`config.mk`:
```
export PLATFORM = sky130hd
export DESIGN_NAME = store_buffer_flat
export DESIGN_NICKNAME = d
export VERILOG_FILES = /design/src/rtl/store_buffer_if.sv /design/src/rtl/store_buffer.sv /design/src/flat_wrapper.sv
export SDC_FILE = /design/constraint.sdc
export NUM_CORES = 1
export LEC_CHECK = 0
export CAP_MARGIN = 20
export CORE_ASPECT_RATIO = 1.75
export CORE_UTILIZATION = 45
export CTS_CLUSTER_DIAMETER = 200
export CTS_CLUSTER_SIZE = 28
export DETAILED_ROUTE_END_ITERATION = 12
export PLACE_DENSITY = 0.66
export SKIP_CTS_REPAIR_TIMING = 1
export SYNTH_ARGS = -nofsm -noshare
export SYNTH_HDL_FRONTEND = slang
export SYNTH_SLANG_ARGS = --single-unit
```
`constraint.sdc`:
```
create_clock -name clk -period 12.38 [get_ports clk]
set_input_delay 2.476 -clock clk [delete_from_list [all_inputs] [get_ports clk]]
set_output_delay 2.476 -clock clk [all_outputs]
set_load 0.02 [all_outputs]
```
`src/rtl/store_buffer_if.sv`:
```
// Store buffer port bundle: MEM-stage stores/loads and the memory write port.
// The master side drives stores, loads and mem_busy; the slave is the buffer.
interface store_buffer_if #(
  parameter int DEPTH = 4,
  parameter int AW    = 10,
  parameter int DW    = 16
);
  localparam int CW = $clog2(DEPTH + 1);

  logic          st_valid;
  logic [AW-1:0] st_adr;
  logic [DW-1:0] st_data;
  logic          st_ready;
  logic          ld_valid;
  logic [AW-1:0] ld_adr;
  logic          ld_hit;
  logic [DW-1:0] ld_data;
  logic          mem_busy;
  logic          memWrite;
  logic [AW-1:0] mem_adr;
  logic [DW-1:0] mem_wdata;
  logic [CW-1:0] count;
  logic          empty;

  modport master (
    output st_valid, st_adr, st_data,
    output ld_valid, ld_adr, mem_busy,
    input  st_ready, ld_hit, ld_data,
    input  memWrite, mem_adr, mem_wdata,
    input  count, empty
  );

  modport slave (
    input  st_valid, st_adr, st_data,
    input  ld_valid, ld_adr, mem_busy,
    output st_ready, ld_hit, ld_data,
    output memWrite, mem_adr, mem_wdata,
    output count, empty
  );
endinterface

```
`src/rtl/store_buffer.sv`:
```
// FIFO store buffer between MEM stage and data memory write port,
// with youngest-match load forwarding from buffered stores.
module store_buffer #(
  parameter int DEPTH = 4,
  parameter int AW    = 10,
  parameter int DW    = 16
) (
  input logic           clk,
  input logic           rst,
  store_buffer_if.slave sb
);
  localparam int PW = $clog2(DEPTH);
  localparam int CW = $clog2(DEPTH + 1);

  logic [AW-1:0]    adr_q [DEPTH];
  logic [DW-1:0]    dat_q [DEPTH];
  logic [DEPTH-1:0] vld_q;
  logic [PW-1:0]    rd_ptr;
  logic [PW-1:0]    wr_ptr;
  logic [CW-1:0]    cnt;
  logic             push;
  logic             pop;
  logic             empty;

  assign empty = (cnt == '0);
  assign push  = sb.st_valid & sb.st_ready;
  assign pop   = ~empty & ~sb.mem_busy;

  assign sb.st_ready  = (cnt != CW'(DEPTH));
  assign sb.empty     = empty;
  assign sb.count     = cnt;
  assign sb.memWrite  = pop;
  assign sb.mem_adr   = empty ? '0 : adr_q[rd_ptr];
  assign sb.mem_wdata = empty ? '0 : dat_q[rd_ptr];

  always_ff @(posedge clk) begin
    if (rst) begin
      rd_ptr <= '0;
      wr_ptr <= '0;
      cnt    <= '0;
      vld_q  <= '0;
    end else begin
      if (push) begin
        wr_ptr         <= wr_ptr + PW'(1);
        vld_q[wr_ptr]  <= 1'b1;
      end
      if (pop) begin
        rd_ptr         <= rd_ptr + PW'(1);
        vld_q[rd_ptr]  <= 1'b0;
      end
      unique case ({push, pop})
        2'b10:   cnt <= cnt + CW'(1);
        2'b01:   cnt <= cnt - CW'(1);
        default: cnt <= cnt;
      endcase
    end
  end

  always_ff @(posedge clk) begin
    if (!rst && push) begin
      adr_q[wr_ptr] <= sb.st_adr;
      dat_q[wr_ptr] <= sb.st_data;
    end
  end

  // Scan oldest to youngest so the last match wins.
  always_comb begin
    logic [PW-1:0] idx;
    sb.ld_hit  = 1'b0;
    sb.ld_data = '0;
    idx        = '0;
    for (int i = 0; i < DEPTH; i++) begin
      idx = rd_ptr + PW'(i);
      if (sb.ld_valid && vld_q[idx] &&
          adr_q[idx] == sb.ld_adr) begin
        sb.ld_hit  = 1'b1;
        sb.ld_data = dat_q[idx];
      end
    end
  end
endmodule
```
`src/flat_wrapper.sv`:
```
// flat-port wrapper written by rule: the top's interface ports become plain ports
module store_buffer_flat 
#(
  parameter int DEPTH = 4,
  parameter int AW    = 10,
  parameter int DW    = 16
)
  (clk, rst, sb_st_valid, sb_st_adr, sb_st_data, sb_ld_valid, sb_ld_adr, sb_mem_busy, sb_st_ready, sb_ld_hit, sb_ld_data, sb_memWrite, sb_mem_adr, sb_mem_wdata, sb_count, sb_empty);
  store_buffer_if #(.DEPTH(DEPTH), .AW(AW), .DW(DW)) sb_i ();
  input logic clk;
  input logic rst;
  input wire logic [$bits(sb_i.st_valid)-1:0] sb_st_valid;
  input wire logic [$bits(sb_i.st_adr)-1:0] sb_st_adr;
  input wire logic [$bits(sb_i.st_data)-1:0] sb_st_data;
  input wire logic [$bits(sb_i.ld_valid)-1:0] sb_ld_valid;
  input wire logic [$bits(sb_i.ld_adr)-1:0] sb_ld_adr;
  input wire logic [$bits(sb_i.mem_busy)-1:0] sb_mem_busy;
  output wire logic [$bits(sb_i.st_ready)-1:0] sb_st_ready;
  output wire logic [$bits(sb_i.ld_hit)-1:0] sb_ld_hit;
  output wire logic [$bits(sb_i.ld_data)-1:0] sb_ld_data;
  output wire logic [$bits(sb_i.memWrite)-1:0] sb_memWrite;
  output wire logic [$bits(sb_i.mem_adr)-1:0] sb_mem_adr;
  output wire logic [$bits(sb_i.mem_wdata)-1:0] sb_mem_wdata;
  output wire logic [$bits(sb_i.count)-1:0] sb_count;
  output wire logic [$bits(sb_i.empty)-1:0] sb_empty;
  assign sb_i.st_valid = sb_st_valid;
  assign sb_i.st_adr = sb_st_adr;
  assign sb_i.st_data = sb_st_data;
  assign sb_i.ld_valid = sb_ld_valid;
  assign sb_i.ld_adr = sb_ld_adr;
  assign sb_i.mem_busy = sb_mem_busy;
  assign sb_st_ready = sb_i.st_ready;
  assign sb_ld_hit = sb_i.ld_hit;
  assign sb_ld_data = sb_i.ld_data;
  assign sb_memWrite = sb_i.memWrite;
  assign sb_mem_adr = sb_i.mem_adr;
  assign sb_mem_wdata = sb_i.mem_wdata;
  assign sb_count = sb_i.count;
  assign sb_empty = sb_i.empty;
  store_buffer #(.DEPTH(DEPTH), .AW(AW), .DW(DW)) u_core (.clk(clk), .rst(rst), .sb(sb_i));
endmodule
```
Word level (Yosys, flattened, before mapping)
Memory sizes are Yosys's and may differ from the RTL's. A register that Yosys moved wholly into a read port is not among the register bits. Index checks and enable logic that the tools add are counted. W data, S select, Z words.

Register bits: 11. Memory bits (read-only): 0. Bits in latches: 0. Memories kept: 2. RAM bits: 104.

Reductions and logical operators: 14. Mux-type cells: 32. Multipliers: 0. Shift operators: 0. Add/sub/neg operators: 6. Bitwise logic cells: 7. $lt $le $gt $ge: 7. Eq/ne operators: 7. Divide/modulo/power cells: 0.

Memories: u_core.dat_q (words 4, width 16, rd ports 4, clocked after Yosys merged registers in 1, write ports 1, RTL line store_buffer.sv:16) `logic [DW-1:0] dat_q [DEPTH];`; u_core.adr_q (words 4, width 10, rd ports 4, clocked after Yosys merged registers in 1, write ports 1, RTL line store_buffer.sv:15) `logic [AW-1:0] adr_q [DEPTH];`.

Operators by type and width (number): $mux W16 (5); $eq A10 B10 Y1 (4); $lt A2 B3 Y1 const B (5); $mux W1 (12); $mux W4 (3); $logic_and A1 B1 Y1 (11); $mux W10 (1); $bmux W1 S2 (4); $mux W2 (4); $pmux W3 S2 (1); $add A2 B1 Y2 const B (2); $add A2 B2 Y2 const B (2); $and A4 B4 Y4 (1); $demux W1 S2 (2); $ge A2 B1 Y1 const B (2); $not A4 Y4 (1); $or A4 B4 Y4 (1); $add A3 B1 Y3 const B (1); $logic_not A3 Y1 (1); $ne A3 B3 Y1 const B (1); $sub A3 B1 Y3 const B (1); $and A1 B1 Y1 (2); $eq A2 B1 Y1 const B (1); $eq A2 B2 Y1 const B (1); other kinds (3) (4).

Logic depth before layout (Yosys ltp)
Depth in word-level cells: 9. Gate-level depth with buffers: 14. Mapped depth without buffers: 10.

Worst setup path before layout
No wires, ideal clock.

Path kind: input to output. From: input port sb_ld_adr[9]. To: output port sb_ld_data[5]. Cell stages on the path: 10. Arrival: 4.979 ns. Slack: 4.925 ns. Path buffers: 3. Required time: 9.904 ns. Cell sequence: clkbuf_1 xnor2_1 nand3_1 a211o_1 a2111oi_0 nor4bb_1 buf_2 buf_2 nor2_1 a221oi_1.

Cells in the longest elaborated chain, start to end: 6. Elaborated cells between the ends (all ways): 12. Those cells by class: 4 x eq/ne; 4 x mux; 4 x reduce/logical.

RTL lines: start, declared (RTL line flat_wrapper.sv:16) `input wire logic [$bits(sb_i.ld_adr)-1:0] sb_ld_adr;`; $eq A10 B10 Y1 (RTL line store_buffer.sv:75) `adr_q[idx] == sb.ld_adr) begin`; $logic_and A1 B1 Y1 (RTL line store_buffer.sv:74) `if (sb.ld_valid && vld_q[idx] &&`; $mux W16 (3 in series) (RTL line store_buffer.sv:74); $mux W16 * (RTL line store_buffer.sv:74); end, declared (RTL line flat_wrapper.sv:20) `output wire logic [$bits(sb_i.ld_data)-1:0] sb_ld_data;`.

Every way passes the cells marked *; elsewhere a longest branch is shown, timed or not.

Worst setup path in the final report
From: input port sb_ld_adr[9]. To: output port sb_ld_data[11].

The elaborated chain is that of the path after synthesis.

==> impl_metrics.env <==
export IMPL_die_y_um=177
export IMPL_required_ps=9900
export IMPL_routabilityCongestion=0.883
export IMPL_yosysSeqAreaShare_pct=42.9
export IMPL_yosysTopAreaCell="edfxtp_1"
export IMPL_multi_input_area_um2=4230
export IMPL_cts_buffers=17
export IMPL_grt_pass1_wl_um=31700
export IMPL_cp_data_arrival_time_ps=6460
export IMPL_synth_edf_count=104
export IMPL_met2_length_um=11800
export IMPL_synth_area_leaders="edfxtp_1 40%, mux4_2 24%, mux2i_1 5.7%, xnor2_1 3.7%, dfxtp_1 3.3%"
export IMPL_worst_slew_pin_slew_ps=1100
export IMPL_fmax_ghz=0.112
export IMPL_grt_pass1_vias=5719
export IMPL_min_period_over_period_pct=72.2
export IMPL_path_max_fanout=16
export IMPL_tns_ps=0
export IMPL_htree_levels=4
export IMPL_hpwl_um=13700
export IMPL_crit_top_cell="clkdlybuf4s50_1"
export IMPL_critPathKind="in -> out"
export IMPL_drt_iter0_markers=359
export IMPL_wirelength_um=20500
export IMPL_fin_ws_ps=3450
export IMPL_avgSynthCellArea_um2=14.1
export IMPL_ant_nets=0
export IMPL_min_path_type="reg -> reg"
export IMPL_portBuffers=89
export IMPL_initial_core_util_pct=46.3
export IMPL_start_kind="input pin"
export IMPL_synth_seq_cells=117
export IMPL_rsz0062_at_grt="no"
export IMPL_globalRoute_totalOverflow=0
export IMPL_finalClockSkew_ps=8.64
export IMPL_hold_path_startpoint="u_core.wr_ptr[1]"
export IMPL_yosys_warnings=0
export IMPL_synth_top_area_share_pct=39.6
export IMPL_cap_violations=0
export IMPL_powerDensity_nw_per_um2=200
export IMPL_peakVddDrop_uv=101
export IMPL_dr_pass1_iters=5
export IMPL_vias=5371
export IMPL_die_area_um2=18100
export IMPL_critical_path_startpoint="sb_ld_adr[9]"
export IMPL_r2r_start="u_core.sb.count[0]"
export IMPL_mostFrequentLayoutCell="edfxtp_1"
export IMPL_slew_viol_final=0
export IMPL_synthCells=559
export IMPL_layout_common_cells="104 x edfxtp_1, 89 x clkdlybuf4s50_1, 85 x mux4_2"
export IMPL_die_w_um=102
export IMPL_cts_tree="done"
export IMPL_utilization_pct=55.8
export IMPL_p_leak_nw=3.02
export IMPL_drc_errors=0
export IMPL_run_status="complete, no violations"
export IMPL_mappedNetlistArea_um2=7890
export IMPL_syn_to_final_growth_pct=20.3
export IMPL_crit_buf_inv=2
export IMPL_clk_pin_slew_ps=60
export IMPL_io_pins=90
export IMPL_n_fill_cell=1447
export IMPL_grt_max_degree=58
export IMPL_diodes=0
export IMPL_cp_top_family="simple AND/OR/NAND/NOR gates"
export IMPL_hold_viol=0
export IMPL_critPathMaxStageDelay_ps=890
export IMPL_wl_met3_um=895
export IMPL_synthFlopType="edfxtp_1"
export IMPL_path_cells="clkdlybuf4s50_1 -> nand2b_1 -> nand4_1 -> a211o_1 -> a2111oi_0 -> nand4bb_1 -> nor2_1 -> a221oi_2 -> clkdlybuf4s50_1"
export IMPL_fin_crit_ps=8930
export IMPL_crit_path_end_kind="output pin"
export IMPL_cp_slowest_cell="nand4bb_1"
export IMPL_syn_nets=610
export IMPL_ys_types=54
export IMPL_routed_via_density=6.19
export IMPL_fp_coreArea_um2=17000
export IMPL_nets=678
export IMPL_clkLatencyLatePin_ps=410
export IMPL_async_flop_share_pct=0
export IMPL_track_usage_pct=24.3
export IMPL_drive_above_1_share_pct=23.4
export IMPL_cts_buffer_depth=2
export IMPL_num_rows=63
export IMPL_drt_met1_wl_um=7140
export IMPL_wl_per_cell_um=23.7
export IMPL_clock_sinks=117
export IMPL_ff_latch_area_um2=3390
export IMPL_pre_cts_ws_ps=3530
export IMPL_setup_viol=0
export IMPL_grt_antenna_before_repair=0
export IMPL_clock_root_buffer="clkbuf_16"
export IMPL_p_total_w=0.00190
export IMPL_top_layer_used="met4"
export IMPL_slew_headroom_pct=26.0
power by group:
| group | switching [W] | internal (W) | total (W) |
|---|---|---|---|
| combinational | 0.000437 | 0.000456 | 0.000893 |
| clock | 0.000173 | 0.000293 | 0.000467 |
| sequential | 0.0000736 | 0.000464 | 0.000537 |
cell usage after synthesis (all sizes together) (14+ instances only):
library cell,instances
xor2,14
edfxtp,104
buf,30
xnor2,33
mux2i,45
nor2,46
and4,16
a21oi,14
clkbuf,20
nor2b,25
a221oi,16
mux4,85
final cells by class:
cell class                      instances  share of cell area [%]
Clock buffer                           18                    4.52
Clock inverter                         14                    1.44
Inverter                               11                   0.435
Multi-Input combinational cell        381                    44.5
Sequential cell                       117                    35.7
Tap cell                              227                    2.99
Timing Repair Buffer                   99                    10.4
state kept, by name, summed over array words and instances, names as in the netlist, named ones only:
register,count
u_core.vld_q,4
u_core.rd_ptr,2
u_core.adr_q,40
u_core.wr_ptr,2
u_core.dat_q,64
u_core.sb.count,3
metrics by stage:
step | cells | area, um^2 | hold WS [ps]
after CTS | 866 | 9470 | 508
after detailed placement | 834 | 8900 | 500
after global placement | 833 | 8890 | 480
after global routing | 867 | 9490 | 573
final | 867 | 9490 | 507
after floorplan | 559 | 7890 | 469
cell families after synthesis:
kind of cell	Yosys count	share of synthesized area (%)
compound gates	63	6.63
xor+xnor	47	5.22
fa+ha+maj	10	1.68
buf+inv	61	3.89
flops	117	42.9
mux	134	30.5
simple gates	127	9.15
worst paths after layout:
path                              to  slack (ps)  cells past startpoint
hold / removal      u_core.wr_ptr[1]         510                      2
hold reg to reg     u_core.wr_ptr[1]         510                      2
setup reg to reg  u_core.sb.count[2]        9360                      9
setup / recovery      sb_ld_data[11]        3450                      9
metal layers:
| layer | global-route usage [%] | vias up |
|---|---|---|
| met3 | 4.07 | 45 |
| li1 | - | 2384 |
| met5 | 0 | - |
| met4 | 11.1 | 0 |
| met1 | 26.0 | 2760 |
| met2 | 45.4 | 182 |
tightest hold or removal path: cells and delay by family, from the launching register on:
kind / cells / cell delay, ps
flip-flops: 1 / 330
AO/OA/AOI/OAI: 1 / 60
AND/OR/NAND/NOR: 1 / 60
(Power assumes the default switching activity.)
